## src/rtl/pattern_gen_core_if.sv

```systemverilog
// Pattern SRAM read port.
//   mem_rd_en  : read strobe, driven by the playback core
//   mem_addr   : read address, driven by the playback core
//   mem_rdata  : read data, valid exactly one cycle after mem_rd_en
// master = playback core, slave = SRAM.
interface pattern_gen_core_if #(
    parameter int ADDR_W = 24,
    parameter int DATA_W = 8
);
    logic              mem_rd_en;
    logic [ADDR_W-1:0] mem_addr;
    logic [DATA_W-1:0] mem_rdata;

    modport master (output mem_rd_en, output mem_addr, input mem_rdata);
    modport slave  (input mem_rd_en, input mem_addr, output mem_rdata);
endinterface

```

## src/rtl/pattern_gen_core.sv

```systemverilog
// Pattern playback engine. Streams bytes from the pattern SRAM starting at
// address 0, slices each byte LSB-first into 1/2/4/8-bit samples and drives
// one sample per timestep onto gpio_out, optionally looping at end_address.
// Ports:
//   clk, rst        : system clock, synchronous active-high reset
//   enable          : level-sensitive run request
//   repeat_enable   : wrap to address 0 after end_address
//   end_address     : last byte played (inclusive)
//   num_gpio_sel    : bits per sample 00:1 01:2 10:4 11:8
//   timestep_sel    : sample period = 2**timestep_sel cycles
//   mem             : SRAM read port (master side)
//   gpio_out        : current sample, unused upper bits 0
//   busy, done      : playback in progress / non-repeat run finished
//
// state | meaning
// ------+-------------------------------------------------------------
// IDLE  | waiting for enable; settings latched on exit
// FILL  | first read issued, waiting for byte 0 to come back
// PLAY  | shifter holds a byte, samples are being driven
// DONE  | non-repeat run finished; held until enable falls
module pattern_gen_core #(
    parameter int ADDR_W = 24,
    parameter int DATA_W = 8,
    parameter int TS_W   = 5
) (
    input  logic                 clk,
    input  logic                 rst,
    input  logic                 enable,
    input  logic                 repeat_enable,
    input  logic [ADDR_W-1:0]    end_address,
    input  logic [1:0]           num_gpio_sel,
    input  logic [TS_W-1:0]      timestep_sel,
    pattern_gen_core_if.master   mem,
    output logic [7:0]           gpio_out,
    output logic                 busy,
    output logic                 done
);
    typedef enum logic [1:0] {ST_IDLE, ST_FILL, ST_PLAY, ST_DONE} state_t;

    state_t state_q, state_d;

    logic              rep_q, rep_d;
    logic [ADDR_W-1:0] end_q, end_d;
    logic [1:0]        gsel_q, gsel_d;
    logic [TS_W-1:0]   ts_q, ts_d;

    logic              rd_q, rd_d;
    logic [ADDR_W-1:0] addr_q, addr_d;
    logic              rd_last_q, rd_last_d;
    logic              fetch_done_q, fetch_done_d;
    logic              rdv_q, rdv_d;
    logic              rdv_last_q, rdv_last_d;
    logic              buf_v_q, buf_v_d;
    logic [DATA_W-1:0] buf_q, buf_d;
    logic              buf_last_q, buf_last_d;
    logic [DATA_W-1:0] shf_q, shf_d;
    logic              shf_last_q, shf_last_d;
    logic [31:0]       step_q, step_d;
    logic [2:0]        smp_q, smp_d;

    logic        byte_end;
    logic        start;
    logic        run_n;
    logic        need_load;
    logic        load_next;
    logic [31:0] period_m1;
    logic [2:0]  spb_m1;
    logic [3:0]  n_bits;
    logic [7:0]  gpio_mask;

    // Current byte is on its final cycle: last sample, step counter at terminal count.
    assign byte_end = (state_q == ST_PLAY) && (step_q == 32'd0) && (smp_q == 3'd0);

    always_ff @(posedge clk) begin
        if (rst) state_q <= ST_IDLE;
        else     state_q <= state_d;
    end

    always_comb begin
        state_d = state_q;
        case (state_q)
            ST_IDLE: if (enable) state_d = ST_FILL;
            ST_FILL: begin
                if (!enable)    state_d = ST_IDLE;
                else if (rdv_q) state_d = ST_PLAY;
            end
            ST_PLAY: begin
                if (!enable)                    state_d = ST_IDLE;
                else if (byte_end && shf_last_q) state_d = ST_DONE;
            end
            ST_DONE: if (!enable) state_d = ST_IDLE;
            default: state_d = ST_IDLE;
        endcase
    end

    always_comb begin
        case (gsel_q)
            2'd0:    gpio_mask = 8'h01;
            2'd1:    gpio_mask = 8'h03;
            2'd2:    gpio_mask = 8'h0F;
            default: gpio_mask = 8'hFF;
        endcase
        gpio_out = (state_q == ST_PLAY) ? (shf_q & gpio_mask) : 8'h00;
        busy     = (state_q == ST_FILL) || (state_q == ST_PLAY);
        done     = (state_q == ST_DONE);
    end

    assign mem.mem_rd_en = rd_q;
    assign mem.mem_addr  = addr_q;

    always_comb begin
        rep_d        = rep_q;
        end_d        = end_q;
        gsel_d       = gsel_q;
        ts_d         = ts_q;
        rd_d         = 1'b0;
        addr_d       = addr_q;
        rd_last_d    = 1'b0;
        fetch_done_d = fetch_done_q;
        rdv_d        = rdv_q;
        rdv_last_d   = rdv_last_q;
        buf_v_d      = buf_v_q;
        buf_d        = buf_q;
        buf_last_d   = buf_last_q;
        shf_d        = shf_q;
        shf_last_d   = shf_last_q;
        step_d       = step_q;
        smp_d        = smp_q;
        need_load    = 1'b0;
        load_next    = 1'b0;

        start     = (state_q == ST_IDLE) && (state_d == ST_FILL);
        run_n     = (state_d == ST_FILL) || (state_d == ST_PLAY);
        period_m1 = (32'd1 << ts_q) - 32'd1;
        n_bits    = 4'd1 << gsel_q;
        case (gsel_q)
            2'd0:    spb_m1 = 3'd7;
            2'd1:    spb_m1 = 3'd3;
            2'd2:    spb_m1 = 3'd1;
            default: spb_m1 = 3'd0;
        endcase

        if (start) begin
            rep_d  = repeat_enable;
            end_d  = end_address;
            gsel_d = num_gpio_sel;
            ts_d   = timestep_sel;
        end

        if (!run_n) begin
            // Leaving the run (disable or DONE): drop everything, including in-flight data.
            addr_d       = '0;
            fetch_done_d = 1'b0;
            rdv_d        = 1'b0;
            rdv_last_d   = 1'b0;
            buf_v_d      = 1'b0;
            buf_d        = '0;
            buf_last_d   = 1'b0;
            shf_d        = '0;
            shf_last_d   = 1'b0;
            step_d       = '0;
            smp_d        = '0;
        end else begin
            rdv_d      = rd_q;
            rdv_last_d = rd_last_q;
            need_load  = ((state_q == ST_FILL) && rdv_q) || byte_end;

            if (need_load) begin
                if (buf_v_q) begin
                    shf_d      = buf_q;
                    shf_last_d = buf_last_q;
                    buf_v_d    = rdv_q;
                    buf_d      = mem.mem_rdata;
                    buf_last_d = rdv_last_q;
                end else begin
                    // Bypass: the byte arriving this cycle goes straight into the shifter.
                    shf_d      = mem.mem_rdata;
                    shf_last_d = rdv_last_q;
                end
                step_d = period_m1;
                smp_d  = spb_m1;
            end else begin
                if (rdv_q) begin
                    buf_v_d    = 1'b1;
                    buf_d      = mem.mem_rdata;
                    buf_last_d = rdv_last_q;
                end
                if (state_q == ST_PLAY) begin
                    if (step_q == 32'd0) begin
                        step_d = period_m1;
                        smp_d  = smp_q - 3'd1;
                        shf_d  = shf_q >> n_bits;
                    end else begin
                        step_d = step_q - 32'd1;
                    end
                end
            end

            // Issue the next read during the cycle that ends in a shifter load, so the
            // byte lands in time for the following load even at one byte per cycle.
            load_next = ((state_d == ST_FILL) && rdv_d) ||
                        ((state_d == ST_PLAY) && (step_d == 32'd0) && (smp_d == 3'd0));

            if (start) begin
                rd_d         = 1'b1;
                addr_d       = '0;
                rd_last_d    = !repeat_enable && (end_address == '0);
                fetch_done_d = rd_last_d;
            end else if (load_next && !fetch_done_q) begin
                rd_d         = 1'b1;
                addr_d       = (addr_q == end_q) ? '0 : addr_q + ADDR_W'(1);
                rd_last_d    = !rep_q && (addr_d == end_q);
                fetch_done_d = rd_last_d;
            end
        end
    end

    always_ff @(posedge clk) begin
        if (rst) begin
            rep_q        <= 1'b0;
            end_q        <= '0;
            gsel_q       <= '0;
            ts_q         <= '0;
            rd_q         <= 1'b0;
            addr_q       <= '0;
            rd_last_q    <= 1'b0;
            fetch_done_q <= 1'b0;
            rdv_q        <= 1'b0;
            rdv_last_q   <= 1'b0;
            buf_v_q      <= 1'b0;
            buf_q        <= '0;
            buf_last_q   <= 1'b0;
            shf_q        <= '0;
            shf_last_q   <= 1'b0;
            step_q       <= '0;
            smp_q        <= '0;
        end else begin
            rep_q        <= rep_d;
            end_q        <= end_d;
            gsel_q       <= gsel_d;
            ts_q         <= ts_d;
            rd_q         <= rd_d;
            addr_q       <= addr_d;
            rd_last_q    <= rd_last_d;
            fetch_done_q <= fetch_done_d;
            rdv_q        <= rdv_d;
            rdv_last_q   <= rdv_last_d;
            buf_v_q      <= buf_v_d;
            buf_q        <= buf_d;
            buf_last_q   <= buf_last_d;
            shf_q        <= shf_d;
            shf_last_q   <= shf_last_d;
            step_q       <= step_d;
            smp_q        <= smp_d;
        end
    end
endmodule

```

## src/flat_wrapper.sv

```systemverilog
// flat-port wrapper written by rule: the top's interface ports become plain ports
module pattern_gen_core_flat 
#(
    parameter int ADDR_W = 24,
    parameter int DATA_W = 8,
    parameter int TS_W   = 5
)
  (clk, rst, enable, repeat_enable, end_address, num_gpio_sel, timestep_sel, gpio_out, busy, done, mem_mem_rd_en, mem_mem_addr, mem_mem_rdata);
  pattern_gen_core_if #(.ADDR_W(ADDR_W), .DATA_W(DATA_W)) mem_i ();
  input  logic clk;
  input  logic rst;
  input  logic enable;
  input  logic repeat_enable;
  input  logic [ADDR_W-1:0] end_address;
  input  logic [1:0] num_gpio_sel;
  input  logic [TS_W-1:0] timestep_sel;
  output logic [7:0] gpio_out;
  output logic busy;
  output logic done;
  output wire logic [$bits(mem_i.mem_rd_en)-1:0] mem_mem_rd_en;
  output wire logic [$bits(mem_i.mem_addr)-1:0] mem_mem_addr;
  input wire logic [$bits(mem_i.mem_rdata)-1:0] mem_mem_rdata;
  assign mem_mem_rd_en = mem_i.mem_rd_en;
  assign mem_mem_addr = mem_i.mem_addr;
  assign mem_i.mem_rdata = mem_mem_rdata;
  pattern_gen_core #(.ADDR_W(ADDR_W), .DATA_W(DATA_W), .TS_W(TS_W)) u_core (.clk(clk), .rst(rst), .enable(enable), .repeat_enable(repeat_enable), .end_address(end_address), .num_gpio_sel(num_gpio_sel), .timestep_sel(timestep_sel), .mem(mem_i), .gpio_out(gpio_out), .busy(busy), .done(done));
endmodule
```

## config.mk

```make
export PLATFORM = sky130hd
export DESIGN_NAME = pattern_gen_core_flat
export DESIGN_NICKNAME = d
export VERILOG_FILES = /design/src/rtl/pattern_gen_core_if.sv /design/src/rtl/pattern_gen_core.sv /design/src/flat_wrapper.sv
export SDC_FILE = /design/constraint.sdc
export NUM_CORES = 1
export LEC_CHECK = 0
export ABC_AREA = 1
export CORE_ASPECT_RATIO = 0.6
export CORE_UTILIZATION = 49
export DETAILED_ROUTE_END_ITERATION = 8
export PLACE_DENSITY = 0.69
export REMOVE_ABC_BUFFERS = 1
export SKIP_LAST_GASP = 1
export SLEW_MARGIN = 20
export SYNTH_ARGS = -nofsm -noshare
export SYNTH_HDL_FRONTEND = slang
export SYNTH_SLANG_ARGS = --single-unit
```

## constraint.sdc

```tcl
create_clock -name clk -period 4.2 [get_ports clk]
set_clock_uncertainty 0.1 [all_clocks]
set_input_delay 0.84 -clock clk [delete_from_list [all_inputs] [get_ports clk]]
set_output_delay 0.84 -clock clk [all_outputs]
set_load 0.005 [all_outputs]
```

==> impl_metrics.py <==
metrics = {
    "logic_synthesis": {
        "ys_warn_count": 0,
        "synthCells": 1491,
        "yosys.cell_types.count": 52,
        "postSynthRegisterBits": 117,
        "synthesis.area_per_instance_um2": 5.96,
        "most_instantiated_flip_flop_cell_in_the_synthesis_netlist": "dfxtp_1",
        "synth_edf_count": 0,
        "synth-async-reset-ratio_pct": 0,
        "synthesis.area_um2": 8880,
        "synth_sequential_area_ratio_pct": 26.4,
    },
    "final_layout": {
        "num-fill-cells": 1703,
        "post_route_cell_area_um2": 10400,
        "area_growth_syn_to_layout_pct": 16.7,
        "final_cell_count_no_fill": 1794,
        "layout_commonest_cell": "nand2_1",
        "drive_above_1_share_pct": 6.03,
        "final_core_util_pct": 59.4,
        "final_cell_mix": "nand2_1, nor2_1, inv_1",
        "finalNetCount": 1607,
        "antenna_cells_inserted": 0,
    },
    "setup_path": {
        "worst-path-max-fanout": 27,
        "critical_path.startpoint_type": "register",
        "critical_path.max_stage_delay_ps": 560,
        "worst_ep_required_time_ps": 3260,
        "path_cells": "inv_1 -> ha_1 -> buf_4 -> inv_1 -> buf_4 -> nor3_1 -> clkdlybuf4s50_1",
        "cp_slowest_cell": "clkdlybuf4s50_1",
        "worst-setup-path-type": "reg -> out",
        "critical-path-top-delay-family": "buffers and inverters",
        "cp-end-kind": "output port",
        "setup.reg_to_reg.worst_slack_ps": 390,
        "critical_path.n_buffers_inverters": 5,
        "cp_data_arrival_time_ps": 3000,
    },
    "timing": {
        "layout_worst_path_cycle_share_pct": 93.9,
        "setup_repair_after_global_routing_missed_its_margin": "no",
        "max_freq_mhz": 254,
        "finalHoldViolCount": 0,
        "worst-slew-pin-transition_ps": 966,
        "final_setup_violation_count": 0,
        "timing.final.crit_period_ps": 3940,
        "final-max-slew-violation-count": 0,
        "slew_headroom_pct": 35.5,
    },
    "power_and_ir_drop": {
        "p_leak_nw": 4.91,
        "power.clock.fraction_pct": 40.5,
        "power-per-cell-area_nw_per_um2": 354,
        "power_frac_seq_pct": 33.7,
        "peakVddDrop_mv": 0.275,
        "internal_power_mw": 2.39,
        "switchingPower_mw": 1.28,
        "combPwrFrac_pct": 25.7,
        "netSwitchingFraction_pct": 34.8,
    },
    "global_route": {
        "grt_pass1_wl_um": 45700,
        "initial_antenna_violation_count": 0,
        "first_global_vias": 8356,
        "total_routing_usage_gr_pct": 31.5,
        "globalRouteOverflowTotal": 0,
        "grt_max_degree": 45,
    },
    "min_path": {
        "hp-class": "reg -> reg",
    },
    "floorplanning": {
        "core-area_um2": 17500,
        "floorplan.die_area_um2": 18700,
        "floorplan.die.height_um": 106,
        "rows": 37,
        "die_x_um": 176,
        "num_io_pins": 78,
        "starting_density_of_the_core_pct": 50.9,
    },
    "cts": {
        "clk-insertion-delay-late_ps": 430,
        "root_buffer": "clkbuf_16",
        "hold_buffers": 0,
        "clkSlewWorstSetupHoldPaths_ps": 60,
        "post-cts-setup-buffer-count": 0,
        "ctsLongestPathBuffers": 2,
        "tritoncts": "done",
        "cts_max_level": 4,
        "cts_inserted_buffers": 17,
        "cts_sinks": 117,
    },
    "route": {
        "drtAntennaViolNets": 0,
        "firstDrtPassIters": 6,
        "drt_iter0_markers": 1462,
        "vias": 9984,
        "drc_violation_count_after_routing": 0,
        "routedWlPerCell_um": 16.2,
        "routed_wirelength_um": 29100,
        "via_density_per_instance": 5.57,
    },
    "job": {
        "cap_viol_max_count": 0,
    },
    "placed_design": {
        "port_buffers": 77,
        "dp_hpwl_um": 21500,
        "placed_cells_incl_taps": 1762,
        "global_placement_routability_congestion": 0.961,
        "dpl_cell_area_um2": 9760,
    },
    "run_status": {
        "outcome": "finished clean",
    },
}
## Yosys cell counts (8+ instances only)
| cell type | instances | share of area, % |
|---|---|---|
| nand2_1 | 390 | 16 |
| nor2_1 | 258 | 11 |
| inv_1 | 165 | 7.0 |
| dfxtp_1 | 117 | 26 |
| nand3_1 | 99 | 5.6 |
| o21ai_0 | 75 | 4.2 |
| a21oi_1 | 69 | 3.9 |
| nand4_1 | 60 | 4.2 |
| xor2_1 | 34 | 3.4 |
| clkbuf_1 | 30 | 1.3 |
| nor3_1 | 28 | 1.6 |
| ha_1 | 17 | 2.4 |
| xnor2_1 | 14 | 1.4 |
| nor4_1 | 12 | 0.85 |
| nand3b_1 | 11 | 0.93 |
| nor2_2 | 10 | 0.70 |
| buf_6 | 9 | 1.1 |
| buf_2 | 8 | 0.45 |
## layer usage
| layer | wire length, µm | global-route usage (%) | vias to the layer above |
|---|---|---|---|
| li1 | - | - | 4930 |
| met3 | 3740 | 9.91 | 25 |
| met2 | 10300 | 38.7 | 550 |
| met5 | 0 | 0 | - |
| met1 | 14700 | 50.7 | 4479 |
| met4 | 284 | 6.52 | 0 |
## tightest hold or removal path, delay by kind of cell, from the launching register on
| family | cells | cell delay [ps] |
|---|---|---|
| flip-flops | 1 | 310 |
| AND/OR/NAND/NOR | 1 | 50 |
| buffers and inverters | 1 | 60 |
## path summary, 6_finish.rpt
| check | end | depth (start not counted) | from |
|---|---|---|---|
| worst max-delay path | gpio_out[3] | 7 | u_core.state_q[0]$_SDFF_PP0_ |
| worst min-delay path | u_core.rdv_last_q$_SDFF_PP0_ | 2 | u_core.rd_last_q$_SDFF_PP0_ |
| worst max register to register | u_core.mem.mem_addr[18]$_SDFFE_PP0P_ | 23 | u_core.step_q[0]$_SDFF_PP0_ |
| worst min register to register | u_core.rdv_last_q$_SDFF_PP0_ | 2 | u_core.rd_last_q$_SDFF_PP0_ |
## sequential cells by signal (all words and copies together), names as in the netlist
signal                flops
u_core.rep_q              1
u_core.mem.mem_addr      24
u_core.shf_last_q         1
u_core.step_q            32
u_core.rdv_q              1
u_core.buf_q              8
u_core.fetch_done_q       1
u_core.smp_q              3
u_core.mem.mem_rd_en      1
u_core.shf_q              8
u_core.rdv_last_q         1
u_core.gsel_q             2
u_core.buf_last_q         1
u_core.end_q             24
u_core.rd_last_q          1
u_core.buf_v_q            1
u_core.ts_q               5
u_core.state_q            2
## cell type report
type / count / area (µm²) / area share (%)
Tap cell: 234 / 293 / 2.83
Sequential cell: 117 / 2340 / 22.6
Inverter: 176 / 668 / 6.45
Clock buffer: 20 / 457 / 4.41
Clock inverter: 12 / 129 / 1.24
Multi-Input combinational cell: 1142 / 5580 / 53.9
Timing Repair Buffer: 93 / 891 / 8.60
## metrics by stage
stage / setup slack (ps) / power, mW / hold WS, ps / TNS, ps
4_1_cts: 218 / 3.65 / 365 / 0
2_1_floorplan: -406 / 1.87 / 294 / -406
3_5_place_dp: 251 / 2.17 / 342 / 0
5_1_grt: 42.0 / 3.84 / 387 / 0
3_3_place_gp: 541 / 2.17 / 338 / 0
6_report: 257 / 3.67 / 371 / 0
## cells by family after synthesis
logic type	after synthesis	share of synthesized area, %
simple gates	900	44.6
fa+ha+maj	17	2.39
buf+inv	232	11.0
flops	117	26.4
compound gates	177	10.9
xor+xnor	48	4.73
## power groups by stage
| stage | Sequential [mW] | Clock (mW) | Combinational, mW |
|---|---|---|---|
| 2_1_floorplan | 1.26 | 0 | 0.609 |
| 3_3_place_gp | 1.26 | 0 | 0.910 |
| 3_5_place_dp | 1.26 | 0 | 0.913 |
| 4_1_cts | 1.24 | 1.49 | 0.920 |
| 5_1_grt | 1.25 | 1.54 | 1.05 |
| 6_report | 1.24 | 1.49 | 0.945 |
## timing repair
action                                  4_1_cts  5_1_grt
hold endpoints to repair                      0        0
endpoints found under the setup margin        0       25
resized for setup                             0        3
No activity file was read; power rests on OpenSTA's default activity.
